`config.mk`:
```
export PLATFORM = sky130hd
export DESIGN_NAME = gfx_fb_fetch_flat
export DESIGN_NICKNAME = d
export VERILOG_FILES = /design/src/rtl/gfx_fb_fetch_if.sv /design/src/rtl/gfx_fb_fetch.sv /design/src/flat_wrapper.sv
export SDC_FILE = /design/constraint.sdc
export NUM_CORES = 1
export LEC_CHECK = 0
export ABC_AREA = 1
export BUFFER_PORTS_ARGS = -buffer_cell sky130_fd_sc_hd__buf_2
export CORE_MARGIN = 3
export CORE_UTILIZATION = 50
export DETAILED_ROUTE_END_ITERATION = 8
export MAX_ROUTING_LAYER = met4
export PLACE_DENSITY = 0.65
export SETUP_SLACK_MARGIN = 0.1
export SYNTH_ARGS = -nofsm -noshare
export SYNTH_HDL_FRONTEND = slang
export SYNTH_SLANG_ARGS = --single-unit
```
`constraint.sdc`:
```
create_clock -name clk -period 3.95 [get_ports clk]
set_input_delay 0.1975 -clock clk [delete_from_list [all_inputs] [get_ports clk]]
set_output_delay 0.1975 -clock clk [all_outputs]
set_load 0.01 [all_outputs]
```
`src/rtl/gfx_fb_fetch_if.sv`:
```
// Bus bundle for the frame-buffer fetcher: pipelined Avalon-MM read master
// toward memory plus the valid/ready pixel stream toward scanout.
interface gfx_fb_fetch_if;
    logic [25:0] mem_address;
    logic        mem_read;
    logic        mem_waitrequest;
    logic        mem_readdatavalid;
    logic [15:0] mem_readdata;

    logic        pix_valid;
    logic        pix_ready;
    logic [15:0] pix_data;
    logic        pix_startofframe;
    logic        pix_endofframe;

    modport master (
        output mem_address,
        output mem_read,
        input  mem_waitrequest,
        input  mem_readdatavalid,
        input  mem_readdata,
        output pix_valid,
        input  pix_ready,
        output pix_data,
        output pix_startofframe,
        output pix_endofframe
    );

    modport slave (
        input  mem_address,
        input  mem_read,
        output mem_waitrequest,
        output mem_readdatavalid,
        output mem_readdata,
        input  pix_valid,
        output pix_ready,
        input  pix_data,
        input  pix_startofframe,
        input  pix_endofframe
    );
endinterface

```
`src/rtl/gfx_fb_fetch.sv`:
```
// Frame-buffer fetch engine: streams one frame of 16-bit pixels from memory through a
// credit-limited pipelined read master and a small registered pixel FIFO.
module gfx_fb_fetch #(
    parameter int unsigned PIXELS     = 307200,
    parameter int unsigned FIFO_DEPTH = 16
) (
    input  logic           clk,
    input  logic           rst_n,
    input  logic           vsync,
    input  logic [25:0]    fb_base,
    gfx_fb_fetch_if.master bus,
    output logic           busy,
    output logic           abort_err
);
    localparam int unsigned CntW  = $clog2(PIXELS + 1);
    localparam int unsigned CredW = $clog2(FIFO_DEPTH + 1);
    localparam int unsigned PtrW  = $clog2(FIFO_DEPTH);
    localparam logic [CntW-1:0] PixTotal = CntW'(PIXELS);
    localparam logic [CntW-1:0] PixLast  = CntW'(PIXELS - 1);
    localparam logic [CredW:0]  Credits  = (CredW + 1)'(FIFO_DEPTH);

    typedef enum logic [1:0] {StIdle, StFetch, StFlush} state_e;

    state_e             state_q, state_d;
    logic [25:0]        base_q, base_d;
    logic [25:0]        cap_q, cap_d;
    logic [CntW-1:0]    issue_q, issue_d;
    logic [CntW-1:0]    out_q, out_d;
    logic [CredW-1:0]   pend_q, pend_d;
    logic [CredW-1:0]   cnt_q, cnt_d;
    logic [PtrW-1:0]    wr_q, wr_d;
    logic [PtrW-1:0]    rd_q, rd_d;
    logic               abort_q, abort_d;
    logic [15:0]        fifo_q [FIFO_DEPTH];

    logic start, abort, resume;
    logic rd_req, pix_vld, accept, pop, push, ret, last_pop, credit_ok;

    // Outstanding reads plus stored pixels never exceed the FIFO size, so returns always fit.
    assign credit_ok = ({1'b0, pend_q} + {1'b0, cnt_q}) < Credits;
    assign rd_req    = (state_q == StFetch) && (issue_q < PixTotal) && credit_ok;
    assign pix_vld   = (state_q == StFetch) && (cnt_q != '0);
    assign accept    = rd_req && !bus.mem_waitrequest;
    assign pop       = pix_vld && bus.pix_ready;
    assign push      = (state_q == StFetch) && bus.mem_readdatavalid;
    assign ret       = bus.mem_readdatavalid && (pend_q != '0);
    assign last_pop  = pop && (out_q == PixLast);

    always_ff @(posedge clk or negedge rst_n) begin
        if (!rst_n) begin
            state_q <= StIdle;
        end else begin
            state_q <= state_d;
        end
    end

    always_comb begin
        state_d = state_q;
        start   = 1'b0;
        abort   = 1'b0;
        resume  = 1'b0;
        unique case (state_q)
            StIdle: begin
                if (vsync) begin
                    state_d = StFetch;
                    start   = 1'b1;
                end
            end
            StFetch: begin
                // A vsync landing on the final pop is a clean frame boundary, not an abort.
                if (vsync && last_pop) begin
                    start = 1'b1;
                end else if (vsync) begin
                    state_d = StFlush;
                    abort   = 1'b1;
                end else if (last_pop) begin
                    state_d = StIdle;
                end
            end
            StFlush: begin
                if (pend_q == '0) begin
                    state_d = StFetch;
                    resume  = 1'b1;
                end
            end
            default: state_d = StIdle;
        endcase
    end

    always_comb begin
        busy                 = (state_q != StIdle);
        abort_err            = abort_q;
        bus.mem_read         = rd_req;
        bus.mem_address      = base_q + 26'(issue_q);
        bus.pix_valid        = pix_vld;
        bus.pix_data         = fifo_q[rd_q];
        bus.pix_startofframe = pix_vld && (out_q == '0);
        bus.pix_endofframe   = pix_vld && (out_q == PixLast);
    end

    always_comb begin
        base_d  = base_q;
        cap_d   = cap_q;
        issue_d = issue_q;
        out_d   = out_q;
        pend_d  = pend_q;
        cnt_d   = cnt_q;
        wr_d    = wr_q;
        rd_d    = rd_q;
        abort_d = abort_q;
        if (accept && !ret) begin
            pend_d = pend_q + CredW'(1);
        end else if (!accept && ret) begin
            pend_d = pend_q - CredW'(1);
        end
        if (accept) issue_d = issue_q + CntW'(1);
        if (push) wr_d = wr_q + PtrW'(1);
        if (pop) begin
            rd_d  = rd_q + PtrW'(1);
            out_d = out_q + CntW'(1);
        end
        if (push && !pop) begin
            cnt_d = cnt_q + CredW'(1);
        end else if (!push && pop) begin
            cnt_d = cnt_q - CredW'(1);
        end
        if ((state_q == StFlush) && vsync) cap_d = fb_base;
        if (abort) begin
            cap_d   = fb_base;
            abort_d = 1'b1;
            wr_d    = '0;
            rd_d    = '0;
            cnt_d   = '0;
        end
        if (start || resume) begin
            base_d  = (start || vsync) ? fb_base : cap_q;
            issue_d = '0;
            out_d   = '0;
            wr_d    = '0;
            rd_d    = '0;
            cnt_d   = '0;
        end
    end

    always_ff @(posedge clk or negedge rst_n) begin
        if (!rst_n) begin
            base_q  <= '0;
            cap_q   <= '0;
            issue_q <= '0;
            out_q   <= '0;
            pend_q  <= '0;
            cnt_q   <= '0;
            wr_q    <= '0;
            rd_q    <= '0;
            abort_q <= 1'b0;
            for (int unsigned i = 0; i < FIFO_DEPTH; i++) fifo_q[i] <= '0;
        end else begin
            base_q  <= base_d;
            cap_q   <= cap_d;
            issue_q <= issue_d;
            out_q   <= out_d;
            pend_q  <= pend_d;
            cnt_q   <= cnt_d;
            wr_q    <= wr_d;
            rd_q    <= rd_d;
            abort_q <= abort_d;
            if (push && !abort) fifo_q[wr_q] <= bus.mem_readdata;
        end
    end
endmodule

```
`src/flat_wrapper.sv`:
```
// flat-port wrapper written by rule: the top's interface ports become plain ports
module gfx_fb_fetch_flat 
#(
    parameter int unsigned PIXELS     = 307200,
    parameter int unsigned FIFO_DEPTH = 16
)
  (clk, rst_n, vsync, fb_base, busy, abort_err, bus_mem_address, bus_mem_read, bus_mem_waitrequest, bus_mem_readdatavalid, bus_mem_readdata, bus_pix_valid, bus_pix_ready, bus_pix_data, bus_pix_startofframe, bus_pix_endofframe);
  gfx_fb_fetch_if bus_i ();
  input  logic clk;
  input  logic rst_n;
  input  logic vsync;
  input  logic [25:0] fb_base;
  output logic busy;
  output logic abort_err;
  output wire logic [$bits(bus_i.mem_address)-1:0] bus_mem_address;
  output wire logic [$bits(bus_i.mem_read)-1:0] bus_mem_read;
  input wire logic [$bits(bus_i.mem_waitrequest)-1:0] bus_mem_waitrequest;
  input wire logic [$bits(bus_i.mem_readdatavalid)-1:0] bus_mem_readdatavalid;
  input wire logic [$bits(bus_i.mem_readdata)-1:0] bus_mem_readdata;
  output wire logic [$bits(bus_i.pix_valid)-1:0] bus_pix_valid;
  input wire logic [$bits(bus_i.pix_ready)-1:0] bus_pix_ready;
  output wire logic [$bits(bus_i.pix_data)-1:0] bus_pix_data;
  output wire logic [$bits(bus_i.pix_startofframe)-1:0] bus_pix_startofframe;
  output wire logic [$bits(bus_i.pix_endofframe)-1:0] bus_pix_endofframe;
  assign bus_mem_address = bus_i.mem_address;
  assign bus_mem_read = bus_i.mem_read;
  assign bus_i.mem_waitrequest = bus_mem_waitrequest;
  assign bus_i.mem_readdatavalid = bus_mem_readdatavalid;
  assign bus_i.mem_readdata = bus_mem_readdata;
  assign bus_pix_valid = bus_i.pix_valid;
  assign bus_i.pix_ready = bus_pix_ready;
  assign bus_pix_data = bus_i.pix_data;
  assign bus_pix_startofframe = bus_i.pix_startofframe;
  assign bus_pix_endofframe = bus_i.pix_endofframe;
  gfx_fb_fetch #(.PIXELS(PIXELS), .FIFO_DEPTH(FIFO_DEPTH)) u_core (.clk(clk), .rst_n(rst_n), .vsync(vsync), .fb_base(fb_base), .bus(bus_i), .busy(busy), .abort_err(abort_err));
endmodule
```
==> metrics.md <==
| Metric | Value |
|---|---|
| Status | finished clean |
| Number of max-cap violations | 0 |
| Final total negative setup slack | 0 ns |
| Count of warnings emitted by yosys | 0 |
| Via Count | 19400 |
| Worst path required time | 3.75 ns |
| Maximum clock insertion buffer count | 3 |
| Slew at the pin closest to its max-slew limit | 1.21 ns |
| Switching Power | 0.00605 W |
| Area share of fa/ha/maj cells after synthesis | 0.0260 |
| End of the critical path | bus_pix_data[1] |
| Hold WC Path Type | in -> reg |
| Filler cells | 3793 |
| Routed len/inst | 19.1 um |
| Synth-to-Final Area Change | 11.3% |
| I/O pins | 96 |
| Final non-filler cell total | 3298 |
| Detailed Routing Iterations Pass 1 | 7 |
| Pwr Density | 629 mW/mm^2 |
| Final clock period utilization by the worst path | 0.891 |
| Synthesized cell area | 0.0206 mm^2 |
| Part of the total power dissipated in combinational logic | 0.388 |
| Critical Path Fanout Max | 25 |
| Fraction of synthesized cell area in xor and xnor cells | 0.0183 |
| Clock Sink Count | 367 |
| R2R Path Start | u_core.cnt_q[4] |
| Overall Global Routing Usage | 0.293 |
| DRC violation total after the first TritonRoute iteration | 1804 |
| Crit. End Element | output port |
| DRT antenna net count | 0 |
| Vert. Die Dim | 209 um |
| TritonCTS clock tree | built |
| Number of synthesized register bits | 367 |
| Sequential cell fraction of total power | 0.337 |
| Path depth of the worst reg2reg path | 14 |
| Max-slew violation count | 0 |
| Int Power | 0.00839 W |
| Port buffer count | 95 |
| Simple-gate area share of the yosys netlist | 0.359 |
| Max VDD drop | 452 uV |
| Pin count of the biggest net entering global routing | 124 |
| Clock latency of the later-clocked register in the worst-skew pair | 0.58 ns |
| Initial cell density of the core | 0.513 |
| Area of combinational cells with multiple inputs | 0.0101 mm^2 |
| Post-Route WL | 63000 um |
| Number of different library cells in the post-synthesis netlist | 38 |
| Clock transition at the registers of the reported paths | 0.06 ns |
| Total non-filler cell area in the finished layout | 0.0229 mm^2 |
| Number of antenna violations at the first check in global routing | 0 |
| Launching instance or port of the critical path | u_core.rd_q[1] |
| Gpl congestion | 0.901 |
| Largest family of logic cells by synthesized area | simple AND/OR/NAND/NOR gates |
| Deepest level of the CTS H-tree | 2 |
| DP Wirelength | 40300 um |
| Cell type of the slowest stage on the worst timing path | nor2_1 |
| Placeable core region | 0.0402 mm^2 |
| Number of setup buffers added after CTS | 0 |
| Cell area reported after detailed placement | 0.0213 mm^2 |
| Critical path startpoint category | flip-flop |
| Number of inserted diodes | 0 |
| Area fraction in compound gates after synthesis | 0.0723 |
| Overflow left after global routing | 0 |
| Unrepaired setup endpoints after global routing | no |
| Final Critical Period | 3.52 ns |
| Post-layout nets | 2833 |
| Vias per cell | 5.89 |
| Relative contribution of the clock network to total power | 0.275 |
| Clock tree root driver cell | clkbuf_16 |
| Slew margin rel. | 0.190 |
| Worst path cell trace | buf_4 > nor2_1 > nand3_1 > o2111ai_1 > o21ai_0 > buf_2 |
| Portion of netlist area occupied by mux cells | 0.0126 |
| Chip Width | 209 um |
| Setup-violating endpoint count in the final report | 0 |
| Data arrival at the endpoint of the critical path | 3.32 ns |
| Cells after DPL | 3197 |
| Sequential area share after synthesis | 0.445 |
| Worst Skew | 0.0210 ns |
| First-pass GRT wire length | 102000 um |
| Net count after synthesis | 2812 |
| Longest individual stage delay on the worst path | 0.95 ns |
| Number of DRC violations after detailed routing | 0 |
| Vias in the first global route | 18700 |
| Gate Count Post-Synth | 2723 |
| R2R Path End | u_core.pend_q[4] |
| Share of total power consumed by net switching | 0.419 |
| Setup Crit Path Kind | reg -> out |
| Fraction of layout instances using a drive strength above 1 | 0.0884 |
| TritonCTS Buffers | 43 |
| Static leakage power | 11.7 nW |
| Worst hold margin | 0.0735 ns |
| Area of the die | 0.0437 mm^2 |
| Fin util | 0.571 |
| Sequential cell area | 0.00919 mm^2 |
| Fmax | 0.284 GHz |
| Number of placement rows | 73 |
| Mean instance size in the synthesized netlist | 7.57 um^2 |
| Final-report hold violation count | 0 |
| Slack of the worst reg-to-reg path | 0.97 ns |
==> worst max-delay path, delay by kind of cell, from the launching register on <==
family	cells	cell delay [ns]
DFF	1	0.60
and+or+nand+nor	2	1.22
AOI/OAI and AO/OA	2	0.41
buffers and inverters	2	0.51
==> power groups by stage <==
stage / registers, W / clock network [W] / logic [W]
2_1_floorplan: 0.00473 / 0 / 0.00372
3_3_place_gp: 0.00490 / 0 / 0.00545
3_5_place_dp: 0.00492 / 0 / 0.00552
4_1_cts: 0.00486 / 0.00404 / 0.00557
5_1_grt: 0.00495 / 0.00417 / 0.00613
6_report: 0.00487 / 0.00397 / 0.00560
==> synth_stat cells <==
master / instances / area share
a21oi_1: 62 / 0.015
fa_1: 3 / 0.0029
nand3_2: 6 / 0.0029
nor2_1: 265 / 0.048
nor4_1: 3 / 0.00091
clkbuf_1: 134 / 0.024
clkinv_1: 3 / 0.00055
o31ai_1: 16 / 0.0058
o2111ai_1: 6 / 0.0025
buf_6: 12 / 0.0066
inv_2: 4 / 0.00073
nor2_2: 5 / 0.0015
ha_1: 38 / 0.023
buf_8: 3 / 0.0022
o21a_1: 2 / 0.00073
buf_1: 5 / 0.00091
nand3_4: 10 / 0.0085
o21bai_1: 3 / 0.0011
nand3b_1: 13 / 0.0047
a21o_1: 1 / 0.00036
nand3_1: 140 / 0.034
nor3_1: 11 / 0.0027
xnor2_1: 13 / 0.0055
nand2_4: 1 / 0.00055
o221ai_1: 1 / 0.00042
mux2i_1: 26 / 0.013
inv_1: 103 / 0.019
xor2_1: 30 / 0.013
dfrtp_1: 367 / 0.45
nor2_4: 1 / 0.00055
nand4_1: 278 / 0.084
o211ai_1: 7 / 0.0025
o22ai_1: 25 / 0.0076
nand2_2: 3 / 0.00091
buf_2: 33 / 0.0080
buf_4: 11 / 0.0040
nand2_1: 930 / 0.17
o21ai_0: 149 / 0.036
==> metrics by stage <==
stage / power (W) / worst slack, ns
after floorplan: 0.00845 / 1.11
after global placement: 0.0104 / 1.07
after detailed placement: 0.0104 / 1.01
after CTS: 0.0145 / 0.485
after global routing: 0.0153 / 0.344
final: 0.0144 / 0.430
==> how the worst min path moves through the flow <==
| stage | startpoint | to | slack, ns | depth (start not counted) |
|---|---|---|---|---|
| after detailed placement | rst_n | u_core.cap_q[23] | 0.34 | 1 |
| after global routing | bus_mem_readdata[6] | u_core.fifo_q[246] | 0.07 | 3 |
| after floorplan | rst_n | u_core.abort_err | -0.1 | 0 |
| after global placement | rst_n | u_core.cap_q[23] | 0.33 | 1 |
| final | bus_mem_readdata[6] | u_core.fifo_q[102] | 0.07 | 3 |
| after CTS | bus_mem_readdata[6] | u_core.fifo_q[102] | 0.04 | 3 |
==> cell families (layout without fill, tap and decap cells) <==
logic type                 after synthesis  in the layout
AOI/OAI and AO/OA                      272            272
xor gates and xnor gates                43             43
buffers and inverters                  308            358
and+or+nand+nor                       1666           1666
adders and majority gates               41             41
muxes                                   26             26
DFF                                    367            367
==> layout make-up <==
class                           count  share of cell area
Inverter                          110              0.0184
Clock inverter                     10             0.00534
Multi-Input combinational cell   2048               0.439
Sequential cell                   367               0.400
Clock buffer                       64              0.0556
Timing Repair Buffer              174              0.0521
Tap cell                          525              0.0286
==> layer usage <==
metal	routed length (um)	track usage	part of all wire
met5	0	-	0
met4	2550	0.109	0.040
met3	3690	0.0377	0.059
met2	29500	0.460	0.47
met1	27300	0.391	0.43
==> what timing repair did <==
| item | CTS | global route |
|---|---|---|
| hold endpoints to repair | 157 | 0 |
| gates resized for setup | 0 | 0 |
| hold buffers | 27 | 0 |
==> registers in the layout, summed over array words and instances (netlist names) <==
signal	cells
u_core.wr_q	4
u_core.pend_q	5
u_core.base_q	26
u_core.rd_q	4
u_core.fifo_q	256
u_core.cnt_q	5
u_core.cap_q	26
u_core.issue_q	19
u_core.state_q	2
u_core.out_q	19
u_core.abort_err	1
==> cells in the final DEF, fill, tap and decap left out, types with 48 or more instances in the layout <==
cell / count
dfrtp_1: 365
buf_4: 48
nand2_1: 930
inv_1: 102
nand3_1: 140
a21oi_1: 62
buf_2: 94
nor2_1: 265
o21ai_0: 149
nand4_1: 278
Note: power is estimated with default switching activity, not from simulation.
